`config.mk`:
```
export PLATFORM = sky130hd
export DESIGN_NAME = vga_frame_capture_flat
export DESIGN_NICKNAME = d
export VERILOG_FILES = /design/src/rtl/vga_pkg.sv /design/src/rtl/vga_frame_capture_if.sv /design/src/rtl/vga_sync_edge.sv /design/src/rtl/vga_frame_capture.sv /design/src/flat_wrapper.sv
export SDC_FILE = /design/constraint.sdc
export NUM_CORES = 1
export LEC_CHECK = 0
export ABC_AREA = 1
export BUFFER_PORTS_ARGS = -buffer_cell sky130_fd_sc_hd__buf_4
export CELL_PAD_IN_SITES_DETAIL_PLACEMENT = 2
export CELL_PAD_IN_SITES_GLOBAL_PLACEMENT = 2
export CORE_MARGIN = 2
export CORE_UTILIZATION = 35
export DETAILED_ROUTE_END_ITERATION = 8
export PLACE_DENSITY_LB_ADDON = 0.1
export REMOVE_ABC_BUFFERS = 1
export SYNTH_ARGS = -nofsm -noshare
export SYNTH_HDL_FRONTEND = slang
export SYNTH_SLANG_ARGS = --single-unit
```
`constraint.sdc`:
```
create_clock -name clk -period 3.24 [get_ports clk]
set_clock_uncertainty 0.15 [all_clocks]
set_input_delay 0.972 -clock clk [delete_from_list [all_inputs] [get_ports clk]]
set_output_delay 0.972 -clock clk [all_outputs]
set_load 0.02 [all_outputs]
```
`src/rtl/vga_pkg.sv`:
```
// Shared constants and types for the VGA frame capture path.
// Holds the standard 640x480 timing numbers, bus widths, the capture FSM
// state encoding, and the CRC-16-CCITT constants and update function.
package vga_pkg;
    localparam int H_ACTIVE = 640;
    localparam int H_FP     = 16;
    localparam int H_SYNC   = 96;
    localparam int H_BP     = 48;
    localparam int V_ACTIVE = 480;
    localparam int V_FP     = 10;
    localparam int V_SYNC   = 2;
    localparam int V_BP     = 33;

    localparam int DATA_W = 12;
    localparam int ADDR_W = 19;

    localparam logic [15:0] CRC_POLY = 16'h1021;
    localparam logic [15:0] CRC_INIT = 16'hFFFF;

    typedef enum logic [2:0] {
        S_IDLE,
        S_WAIT_VS,
        S_V_BP,
        S_H_WAIT,
        S_CAPTURE,
        S_H_LINE,
        S_DONE
    } state_t;

    // Fold one pixel into the CRC, MSB first, no reflection.
    function automatic logic [15:0] crc16_upd(input logic [15:0] crc_in,
                                              input logic [DATA_W-1:0] d);
        logic [15:0] c;
        c = crc_in;
        for (int i = DATA_W - 1; i >= 0; i--) begin
            if (c[15] ^ d[i]) c = {c[14:0], 1'b0} ^ CRC_POLY;
            else              c = {c[14:0], 1'b0};
        end
        return c;
    endfunction
endpackage

```
`src/rtl/vga_frame_capture_if.sv`:
```
// Image RAM write port.
//   wr_en   : one-clk write strobe per captured pixel
//   wr_addr : linear pixel address x + H_ACTIVE*y
//   wr_data : {R,G,B} 4:4:4 pixel
// master = capture block, slave = RAM.
interface vga_frame_capture_if;
    import vga_pkg::*;
    logic              wr_en;
    logic [ADDR_W-1:0] wr_addr;
    logic [DATA_W-1:0] wr_data;

    modport master (output wr_en, wr_addr, wr_data);
    modport slave  (input  wr_en, wr_addr, wr_data);
endinterface

```
`src/rtl/vga_sync_edge.sv`:
```
// Samples hsync/vsync/rgb on each pixel strobe and reports sync edges
// between consecutive samples.
//   clk, reset     : system clock, async active-low reset
//   pix_en         : pixel strobe
//   hsync, vsync   : raw syncs (active-low)
//   rgb            : raw pixel
//   smp_vld        : high the clk after a pix_en; a new sample is present
//   rgb_q          : latest sampled pixel
//   hs_rise/hs_fall, vs_rise/vs_fall : edge pulses, qualified by smp_vld
module vga_sync_edge
    import vga_pkg::*;
(
    input  logic              clk,
    input  logic              reset,
    input  logic              pix_en,
    input  logic              hsync,
    input  logic              vsync,
    input  logic [DATA_W-1:0] rgb,
    output logic              smp_vld,
    output logic [DATA_W-1:0] rgb_q,
    output logic              hs_rise,
    output logic              hs_fall,
    output logic              vs_rise,
    output logic              vs_fall
);
    logic hs_q, hs_p, vs_q, vs_p;

    // Sync history resets to the inactive (high) level so the first
    // sample after reset cannot look like a rising edge.
    always_ff @(posedge clk or negedge reset) begin
        if (!reset) begin
            smp_vld <= 1'b0;
            rgb_q   <= '0;
            hs_q    <= 1'b1;
            hs_p    <= 1'b1;
            vs_q    <= 1'b1;
            vs_p    <= 1'b1;
        end else begin
            smp_vld <= pix_en;
            if (pix_en) begin
                rgb_q <= rgb;
                hs_p  <= hs_q;
                hs_q  <= hsync;
                vs_p  <= vs_q;
                vs_q  <= vsync;
            end
        end
    end

    assign hs_rise = smp_vld &  hs_q & ~hs_p;
    assign hs_fall = smp_vld & ~hs_q &  hs_p;
    assign vs_rise = smp_vld &  vs_q & ~vs_p;
    assign vs_fall = smp_vld & ~vs_q &  vs_p;
endmodule

```
`src/rtl/vga_frame_capture.sv`:
```
// VGA sink: decodes hsync/vsync/rgb back into pixel coordinates and writes
// one complete active frame into the image RAM, address x + H_ACTIVE*y.
//   clk, reset   : 100 MHz clock, async active-low reset
//   pix_en       : pixel strobe (1 in 4 clk)
//   hsync, vsync : active-low syncs; rgb : pixel, valid with pix_en
//   arm          : pulse, capture the next complete frame
//   busy         : arm accepted, capture in progress
//   done         : sticky, full frame written
//   frame_err    : sticky, sync timing violation aborted the capture
//   wr           : RAM write port (master)
//   crc          : CRC-16-CCITT over written pixels
// Build option: define CAPTURE_CRC_EN to include the CRC; otherwise crc = 0.
module vga_frame_capture
    import vga_pkg::*;
#(
    parameter int H_ACTIVE = vga_pkg::H_ACTIVE,
    parameter int H_BP     = vga_pkg::H_BP,     // must be >= 2
    parameter int V_ACTIVE = vga_pkg::V_ACTIVE,
    parameter int V_BP     = vga_pkg::V_BP
) (
    input  logic                 clk,
    input  logic                 reset,
    input  logic                 pix_en,
    input  logic                 hsync,
    input  logic                 vsync,
    input  logic [DATA_W-1:0]    rgb,
    input  logic                 arm,
    output logic                 busy,
    output logic                 done,
    output logic                 frame_err,
    output logic [15:0]          crc,
    vga_frame_capture_if.master  wr
);
    localparam int PC_W = $clog2(H_ACTIVE + H_BP);
    localparam int LC_W = $clog2(V_ACTIVE + V_BP);

    logic              smp_vld, hs_rise, hs_fall, vs_rise, vs_fall;
    logic [DATA_W-1:0] rgb_q;

    vga_sync_edge u_edge (
        .clk     (clk),
        .reset   (reset),
        .pix_en  (pix_en),
        .hsync   (hsync),
        .vsync   (vsync),
        .rgb     (rgb),
        .smp_vld (smp_vld),
        .rgb_q   (rgb_q),
        .hs_rise (hs_rise),
        .hs_fall (hs_fall),
        .vs_rise (vs_rise),
        .vs_fall (vs_fall)
    );

    state_t            state, state_n;
    logic [PC_W-1:0]   pix_cnt, pix_cnt_n;
    logic [LC_W-1:0]   line_cnt, line_cnt_n;
    logic [ADDR_W-1:0] wr_addr_q;
    logic              wr_fire, take_arm, set_err, set_done;

    always_ff @(posedge clk or negedge reset) begin
        if (!reset) state <= S_IDLE;
        else        state <= state_n;
    end

    always_comb begin
        state_n    = state;
        pix_cnt_n  = pix_cnt;
        line_cnt_n = line_cnt;
        wr_fire    = 1'b0;
        take_arm   = 1'b0;
        set_err    = 1'b0;
        set_done   = 1'b0;
        unique case (state)
            S_IDLE: if (arm) begin
                take_arm = 1'b1;
                state_n  = S_WAIT_VS;
            end
            S_WAIT_VS: if (vs_rise) begin
                state_n    = S_V_BP;
                line_cnt_n = '0;
            end
            // The hsync rise that ends back porch is also the one that
            // starts the first line's H_WAIT.
            S_V_BP: if (hs_rise) begin
                if (line_cnt == LC_W'(V_BP - 1)) begin
                    state_n    = S_H_WAIT;
                    pix_cnt_n  = PC_W'(1);
                    line_cnt_n = '0;
                end else begin
                    line_cnt_n = line_cnt + 1'b1;
                end
            end
            // The rise sample itself is back-porch pixel 1.
            S_H_WAIT: if (smp_vld) begin
                if (pix_cnt == PC_W'(H_BP - 1)) begin
                    state_n   = S_CAPTURE;
                    pix_cnt_n = '0;
                end else begin
                    pix_cnt_n = pix_cnt + 1'b1;
                end
            end
            S_CAPTURE: if (smp_vld) begin
                wr_fire = 1'b1;
                if (pix_cnt == PC_W'(H_ACTIVE - 1)) begin
                    pix_cnt_n  = '0;
                    line_cnt_n = line_cnt + 1'b1;
                    state_n    = (line_cnt == LC_W'(V_ACTIVE - 1)) ? S_DONE : S_H_LINE;
                end else begin
                    pix_cnt_n = pix_cnt + 1'b1;
                end
            end
            S_H_LINE: if (hs_rise) begin
                state_n   = S_H_WAIT;
                pix_cnt_n = PC_W'(1);
            end
            S_DONE: begin
                set_done = 1'b1;
                state_n  = S_IDLE;
            end
            default: state_n = S_IDLE;
        endcase

        // Timing violations abort and suppress the write of the bad sample.
        if ((vs_fall && (state inside {S_V_BP, S_H_WAIT, S_CAPTURE, S_H_LINE})) ||
            (hs_fall && (state inside {S_H_WAIT, S_CAPTURE}))) begin
            set_err    = 1'b1;
            wr_fire    = 1'b0;
            state_n    = S_IDLE;
            pix_cnt_n  = '0;
            line_cnt_n = '0;
        end
    end

    always_ff @(posedge clk or negedge reset) begin
        if (!reset) begin
            pix_cnt   <= '0;
            line_cnt  <= '0;
            busy      <= 1'b0;
            done      <= 1'b0;
            frame_err <= 1'b0;
            wr_addr_q <= '0;
        end else begin
            pix_cnt  <= pix_cnt_n;
            line_cnt <= line_cnt_n;
            if (take_arm) begin
                busy      <= 1'b1;
                done      <= 1'b0;
                frame_err <= 1'b0;
                wr_addr_q <= '0;
            end
            if (wr_fire)  wr_addr_q <= wr_addr_q + 1'b1;
            if (set_done) begin
                busy <= 1'b0;
                done <= 1'b1;
            end
            if (set_err) begin
                busy      <= 1'b0;
                frame_err <= 1'b1;
            end
        end
    end

    assign wr.wr_en   = wr_fire;
    assign wr.wr_addr = wr_addr_q;
    assign wr.wr_data = rgb_q;

`ifdef CAPTURE_CRC_EN
    logic [15:0] crc_q;
    always_ff @(posedge clk or negedge reset) begin
        if (!reset)       crc_q <= CRC_INIT;
        else if (take_arm) crc_q <= CRC_INIT;
        else if (wr_fire)  crc_q <= crc16_upd(crc_q, rgb_q);
    end
    assign crc = crc_q;
`else
    assign crc = 16'h0000;
`endif
endmodule

```
`src/flat_wrapper.sv`:
```
// flat-port wrapper written by rule: the top's interface ports become plain ports
module vga_frame_capture_flat import vga_pkg::*;
#(
    parameter int H_ACTIVE = vga_pkg::H_ACTIVE,
    parameter int H_BP     = vga_pkg::H_BP,                    
    parameter int V_ACTIVE = vga_pkg::V_ACTIVE,
    parameter int V_BP     = vga_pkg::V_BP
)
  (clk, reset, pix_en, hsync, vsync, rgb, arm, busy, done, frame_err, crc, wr_wr_en, wr_wr_addr, wr_wr_data);
  vga_frame_capture_if wr_i ();
  input  logic clk;
  input  logic reset;
  input  logic pix_en;
  input  logic hsync;
  input  logic vsync;
  input  logic [DATA_W-1:0] rgb;
  input  logic arm;
  output logic busy;
  output logic done;
  output logic frame_err;
  output logic [15:0] crc;
  output wire logic [$bits(wr_i.wr_en)-1:0] wr_wr_en;
  output wire logic [$bits(wr_i.wr_addr)-1:0] wr_wr_addr;
  output wire logic [$bits(wr_i.wr_data)-1:0] wr_wr_data;
  assign wr_wr_en = wr_i.wr_en;
  assign wr_wr_addr = wr_i.wr_addr;
  assign wr_wr_data = wr_i.wr_data;
  vga_frame_capture #(.H_ACTIVE(H_ACTIVE), .H_BP(H_BP), .V_ACTIVE(V_ACTIVE), .V_BP(V_BP)) u_core (.clk(clk), .reset(reset), .pix_en(pix_en), .hsync(hsync), .vsync(vsync), .rgb(rgb), .arm(arm), .busy(busy), .done(done), .frame_err(frame_err), .crc(crc), .wr(wr_i));
endmodule
```
==> reports/qor.csv, run 1 <==
metric;value;unit
run_status;finished clean;
detailed_place_hpwl;9041;microns
worst_setup_path_end_kind;primary output;
post_drt_wl_per_cell;17.34;microns
port_buffers;52;
htreeDepth;3;
cts_made_buffers;9;
synth.avg_cell_area;7.796;sq um
pin_count_of_the_biggest_net_entering_global_routing;63;
n_antenna_cell;0;
post_synthesis_simple_gate_area_fraction;32.32;%
synth.lib_cells_used.distinct;37;
post_synthesis_register_bit_count;62;
dr.pass1.iters;4;
synthXorXnorAreaFrac;3.989;%
post_route_setup_tns;0;ps
worst_ir_drop_vdd;285.1;uV
fraction_of_final_layout_cells_with_drive_strength_greater_than_1;22.16;%
ff_latch_area;1556;sq um
sequential_to_total_area_share_from_yosys_stat;39.38;%
synthMuxAreaShare;3.704;%
critical_path_arrival;1940;ps
yosys.area_share.adder;1.266;%
hold_ws;359.3;ps
filler_cell_count;1311;
overflow;0;
avgViaCountPerCell;5.082;
synth_warnings;0;
via_count_of_the_first_global_routing_pass;3896;
synth_area_leaders;dfrtp_1 37%, nand2_1 12%, nand3_1 6.7%;
post_synth_most_frequent_cells;124 x nand2_1, 58 x dfrtp_1, 53 x nand3_1;
final_period_minus_worst_setup_slack;3058;ps
r2r_slack;790;ps
fp.dieArea;12160;sq um
whs_endpoint;u_core.frame_err;
timing.reg2reg.worst_path_depth;11;
grt_util_all_layers;21.72;%
grt_antenna_before_repair;0;
synth_edf_count;0;
hold_viol;0;
die_width;110.3;microns
synthMostInstantiatedCell;nand2_1;
global_route_wire_length_before_repair;19980;microns
max_slew_headroom_at_the_worst_pin;44.84;%
final_net_count;581;
placedInstanceArea;4378;sq um
synthToLayoutAreaGrowth;17.79;%
initialDrtViolationCount;85;
worst_setup_path_class;flip-flop to primary output;
min_period_over_period;94.38;%
clock-root-buffer;clkbuf_16;
maxSlewViolCount;0;
tritoncts;built;
worst_slew_pin_slew;827.4;ps
power_leakage;2.191;nW
postSynthCellCount;507;
finalSetupViolations;0;
route.final.wire_length;12200;microns
max-clock-path-buffers;2;
synthDominantCellAreaShare;36.72;%
critical_path.reg2reg.endpoint;u_core.wr.wr_addr[16];
start_util;36.14;%
cts_hold_repair.buffers;0;
critical_path.startpoint_type;flip-flop;
synth_area_in_compound_gates;8.167;%
critical_path_peak_fanout;9;
min_from;u_core.frame_err;
crit-reg2reg-launch;u_core.state[1];
core;10940;sq um
number_of_remaining_drc_errors;0;
maxCapViolations;0;
clkTransAtPathRegs;60;ps
worst_hold_path.num_cells;2;
core.rowCount;38;
cts.sink_count;62;
timing.hold.worst.class;flip-flop to flip-flop;
via_count;3578;
power.density_cell_area;614.0;nW/um^2
setup_repair_after_global_routing_missed_its_margin;no;
floorplan.io_pins;69;
final_design_area_no_fill;4656;sq um
insertion_delay;340;ps
synth_flop_cell;dfrtp_1;
route.antenna.remaining_nets;0;
mappedNetlistArea;3953;sq um
synth_top_family_by_area;simple AND/OR/NAND/NOR gates;
multi_input_comb_area;2014;sq um
cts.repair_timing.setup_buffer_count;0;
max_freq;327.0;MHz
synth.largest_area_cell;dfrtp_1;
floorplan.die.height;110.3;microns
worstPathRequired;2120;ps
ys_async_sr_fraction;100.0;%
cts_resized;0;
gpl.final_weighted_congestion;0.9427;
## metal layers
metal | up-vias | global-route usage, % | wire [microns]
met2 | 57 | 38.34 | 6384
met3 | 18 | 4.115 | 340
met4 | 0 | 8.393 | 263
met1 | 1772 | 26.04 | 5215
met5 | - | 0 | 0
li1 | 1731 | - | -
## metrics by stage
stage	instances	utilization [%]	total power, W	setup slack, ps
2_1_floorplan	494	-	0.001604	750.9
3_3_place_gp	688	40.03	0.001918	680.1
3_5_place_dp	688	40.03	0.001975	602.4
4_1_cts	704	42.57	0.002914	184.9
5_1_grt	704	42.57	0.003043	64.07
6_report	704	42.57	0.002858	182.1
## sequential cells by signal (all words and copies together) (netlist names)
signal and cells:
u_core.pix_cnt 10, u_core.frame_err 1, u_core.u_edge.rgb_q 12, u_core.line_cnt 10, u_core.u_edge.vs_q 1, u_core.done 1
u_core.busy 1, u_core.state 3, u_core.u_edge.vs_p 1, u_core.u_edge.smp_vld 1, u_core.u_edge.hs_p 1, u_core.wr.wr_addr 19
u_core.u_edge.hs_q 1
## worst max-delay path by stage
stage                     slack (ps)  depth (start not counted)             from       end
after floorplan                  750                          8  u_core.state[1]  wr_wr_en
after CTS                        180                          9  u_core.state[1]  wr_wr_en
after detailed placement         600                          7  u_core.state[0]  wr_wr_en
after global placement           680                          9  u_core.state[1]  wr_wr_en
final                            180                          9  u_core.state[1]  wr_wr_en
after global routing              60                          9  u_core.state[1]  wr_wr_en
## area by class of cell
class	instances	area share, %
Multi-Input combinational cell	373	43.27
Clock inverter	5	0.7525
Tap cell	140	3.762
Sequential cell	62	33.43
Timing Repair Buffer	54	8.707
Clock buffer	11	5.214
Inverter	59	4.864
## worst max-delay path: stages (launching register included)
cell and delay (ps):
dfrtp_1 540, inv_2 80, nand2_1 130, nand2_1 90, nand2_1 110, nand2_2 80
nand2_4 100, nand2_8 90, nor3_4 190, buf_4 180
## cell usage in the layout (no fill, tap or decap), types with 2 or more instances in the layout
cell        netlist  final
a21oi_1           6      6
buf_4            20     54
clkbuf_16         0      9
clkinvlp_4        0      4
conb_1            1     16
dfrtp_1          58     58
dfstp_2           4      4
ha_1              4      4
inv_1            52     52
inv_2             5      5
inv_4             2      2
mux2_2           13     13
nand2_1         124    124
nand2_2           5      5
nand2_4           3      3
nand3_1          53     53
nand3_2           4      4
nand4_1          20     20
nor2_1           41     41
nor2_4            2      2
nor3_1           10     10
o211ai_1          3      3
o21a_1            2      2
o21ai_0           8      8
o21ai_1          22     22
o21ai_2          12     12
xnor2_1           2      2
xor2_1           16     16
## logic make-up (layout without fill, tap and decap cells)
kind of cell | count (synthesis) | in the layout
compound gates | 53 | 53
other cells | 1 | 16
xor+xnor | 18 | 18
fa+ha+maj | 4 | 4
flops | 62 | 62
buf+inv | 87 | 129
simple gates | 269 | 269
mux | 13 | 13
## where the power goes
| part | internal (W) | total, W | switching, W |
|---|---|---|---|
| registers | 0.000858 | 0.000959 | 0.000101 |
| clock network | 0.000537 | 0.000914 | 0.000377 |
| logic | 0.000290 | 0.000986 | 0.000696 |
Note: power is estimated with default switching activity, not from simulation.
==> run 2, diff against run 1 <==
REMOVE_ABC_BUFFERS = default   (was 1)
==> run 2 against run 1 <==
Sequential power hardly changed. Critical path type unchanged. Core utilization is 0.30 points higher. Cell count stayed put. Power is 3.9% higher. Combinational power hardly changed. Via count is 0.73% higher. Die area stayed put.
==> reports/qor.csv, run 2 (synthesis results as in run 1) <==
metric;value;unit;change
initialDrtViolationCount;124;;was 85
cts.sink_count;62;;unchanged
worst_setup_path_class;flip-flop to primary output;;unchanged
path_delay_family;simple AND/OR/NAND/NOR gates;;unchanged
hold_viol;0;;unchanged
grt_antenna_before_repair;0;;unchanged
slowest_delay;540;ps;about the same
min_period_over_period;94.56;%;was 94.38%
route.antenna.remaining_nets;0;;unchanged
fp.dieArea;12160;sq um;unchanged
post_drt_wl_per_cell;17.89;microns;was 17.34 microns
worstPathRequired;2120;ps;about the same
cts_hold_repair.buffers;0;;unchanged
worst_ir_drop_vdd;301.4;uV;was 285.1 uV
setup_repair_after_global_routing_missed_its_margin;no;;unchanged
layout_commonest_cell;nand2_1;;unchanged
via_count_of_the_first_global_routing_pass;3960;;was 3,896
synthToLayoutAreaGrowth;18.61;%;was 17.79%
overflow;0;;unchanged
crit_chain;inv_2 -> nand2_1 -> nand2_1 -> nand2_1 -> nand2_2 -> nand2_4 -> nand2_8 -> nor3_4 -> buf_4;;unchanged
worst_setup_path_end_kind;primary output;;unchanged
max-clock-path-buffers;2;;unchanged
route.final.wire_length;12600;microns;was 12,200 microns
cts_resized;0;;unchanged
clock-root-buffer;clkbuf_16;;unchanged
via_count;3604;;was 3,578
dr.pass1.iters;4;;unchanged
worst_slew_pin_slew;838.5;ps;was 827.4 ps
largest_register_ff_count;19;;unchanged
max_slew_headroom_at_the_worst_pin;44.10;%;was 44.84%
fraction_of_final_layout_cells_with_drive_strength_greater_than_1;22.52;%;was 22.16%
grt_util_all_layers;22.59;%;was 21.72%
detailed_place_hpwl;9045;microns;was 9041 microns
finalSetupViolations;0;;unchanged
core.rowCount;38;;unchanged
final_net_count;581;;unchanged
cts.repair_timing.setup_buffer_count;0;;unchanged
die_width;110.3;microns;unchanged
gpl.final_weighted_congestion;0.8751;;was 0.9427
post_route_setup_tns;0;ps;unchanged
number_of_remaining_drc_errors;0;;unchanged
power_leakage;2.218;nW;was 2.191 nW
maxSlewViolCount;0;;unchanged
cts_made_buffers;9;;unchanged
insertion_delay;340;ps;about the same
clkTransAtPathRegs;50;ps;was 60 ps
crit_top_cell;nand2_1;;unchanged
pin_count_of_the_biggest_net_entering_global_routing;63;;unchanged
max_freq;326.4;MHz;was 327.0 MHz
timing.hold.worst.class;flip-flop to flip-flop;;unchanged
tritoncts;built;;unchanged
cp_num_buf_inv;2;;unchanged
power.density_cell_area;633.2;nW/um^2;was 614.0 nW/um^2
maxCapViolations;0;;unchanged
start_util;36.14;%;unchanged
core;10940;sq um;unchanged
total_power;0.002969;W;was 0.002858 W
htreeDepth;3;;unchanged
floorplan.die.height;110.3;microns;unchanged
port_buffers;52;;unchanged
critical_path_arrival;1940;ps;about the same
critical_path.startpoint_type;flip-flop;;unchanged
cp_slowest_cell;dfrtp_1;;unchanged
critical_path_peak_fanout;9;;unchanged
avgViaCountPerCell;5.119;;was 5.082
global_route_wire_length_before_repair;20730;microns;was 19,980 microns
final_period_minus_worst_setup_slack;3064;ps;was 3058 ps
n_antenna_cell;0;;unchanged
layout.cells.most_common_list;124 x nand2_1, 57 x dfrtp_1, 54 x buf_4;;was 124 x nand2_1, 58 x dfrtp_1, 54 x buf_4
run_status;finished clean;;unchanged
floorplan.io_pins;69;;unchanged
==> run 2: per-stage QoR <==
stage | setup WS (ps) | hold WS [ps] | cell area [sq um] | instances | util (%)
after floorplan | 807.0 | 321.1 | 4009 | 522 | -
after detailed placement | 501.7 | 342.0 | 4378 | 688 | 40.03
final | 176.4 | 339.7 | 4688 | 704 | 42.87
after global routing | 32.45 | 372.1 | 4688 | 704 | 42.87
after CTS | 81.35 | 356.0 | 4687 | 704 | 42.86
after global placement | 579.1 | 318.5 | 4378 | 688 | 40.03
==> run 2: layout make-up <==
class                           count  area, sq um
Tap cell                          140        175.2
Timing Repair Buffer               54        405.4
Sequential cell                    62         1558
Clock inverter                      5        56.30
Clock buffer                       11        252.7
Multi-Input combinational cell    373         2014
Inverter                           59        226.5
Fill cell                        1268         6247
==> run 2: tightest hold or removal path: cells and delay by family (launching register included) <==
| kind | cells | cell delay, ps |
|---|---|---|
| and+or+nand+nor | 2 | 110 |
| DFF | 1 | 350 |
==> run 2: final timing paths <==
kind                            cells after the start              endpoint            start  slack, ps
min in group asynchronous                           1     u_core.pix_cnt[5]            reset        570
worst max-delay path                                9              wr_wr_en  u_core.state[0]        180
max in group asynchronous                           1       u_core.state[1]            reset       1750
worst min-delay path                                2           u_core.done      u_core.done        340
worst max register to register                     11  u_core.wr.wr_addr[6]  u_core.state[0]        870
worst min register to register                      2           u_core.done      u_core.done        340
==> run 2: layer usage <==
| layer | share of wire [%] | up-vias | global-route usage [%] | wire length, microns |
|---|---|---|---|---|
| met5 | 0 | - | 0 | 0 |
| met4 | 1.5 | 0 | 7.946 | 187 |
| met3 | 2.5 | 13 | 3.410 | 320 |
| met2 | 51 | 54 | 39.35 | 6419 |
| met1 | 45 | 1805 | 28.38 | 5669 |
| li1 | - | 1732 | - | - |
==> run 2: report_power, final <==
| group | internal (W) | switching [W] |
|---|---|---|
| Clock | 0.000637 | 0.000386 |
| Sequential | 0.000860 | 0.000102 |
| Combinational | 0.000290 | 0.000694 |
| Total | 0.00179 | 0.00118 |
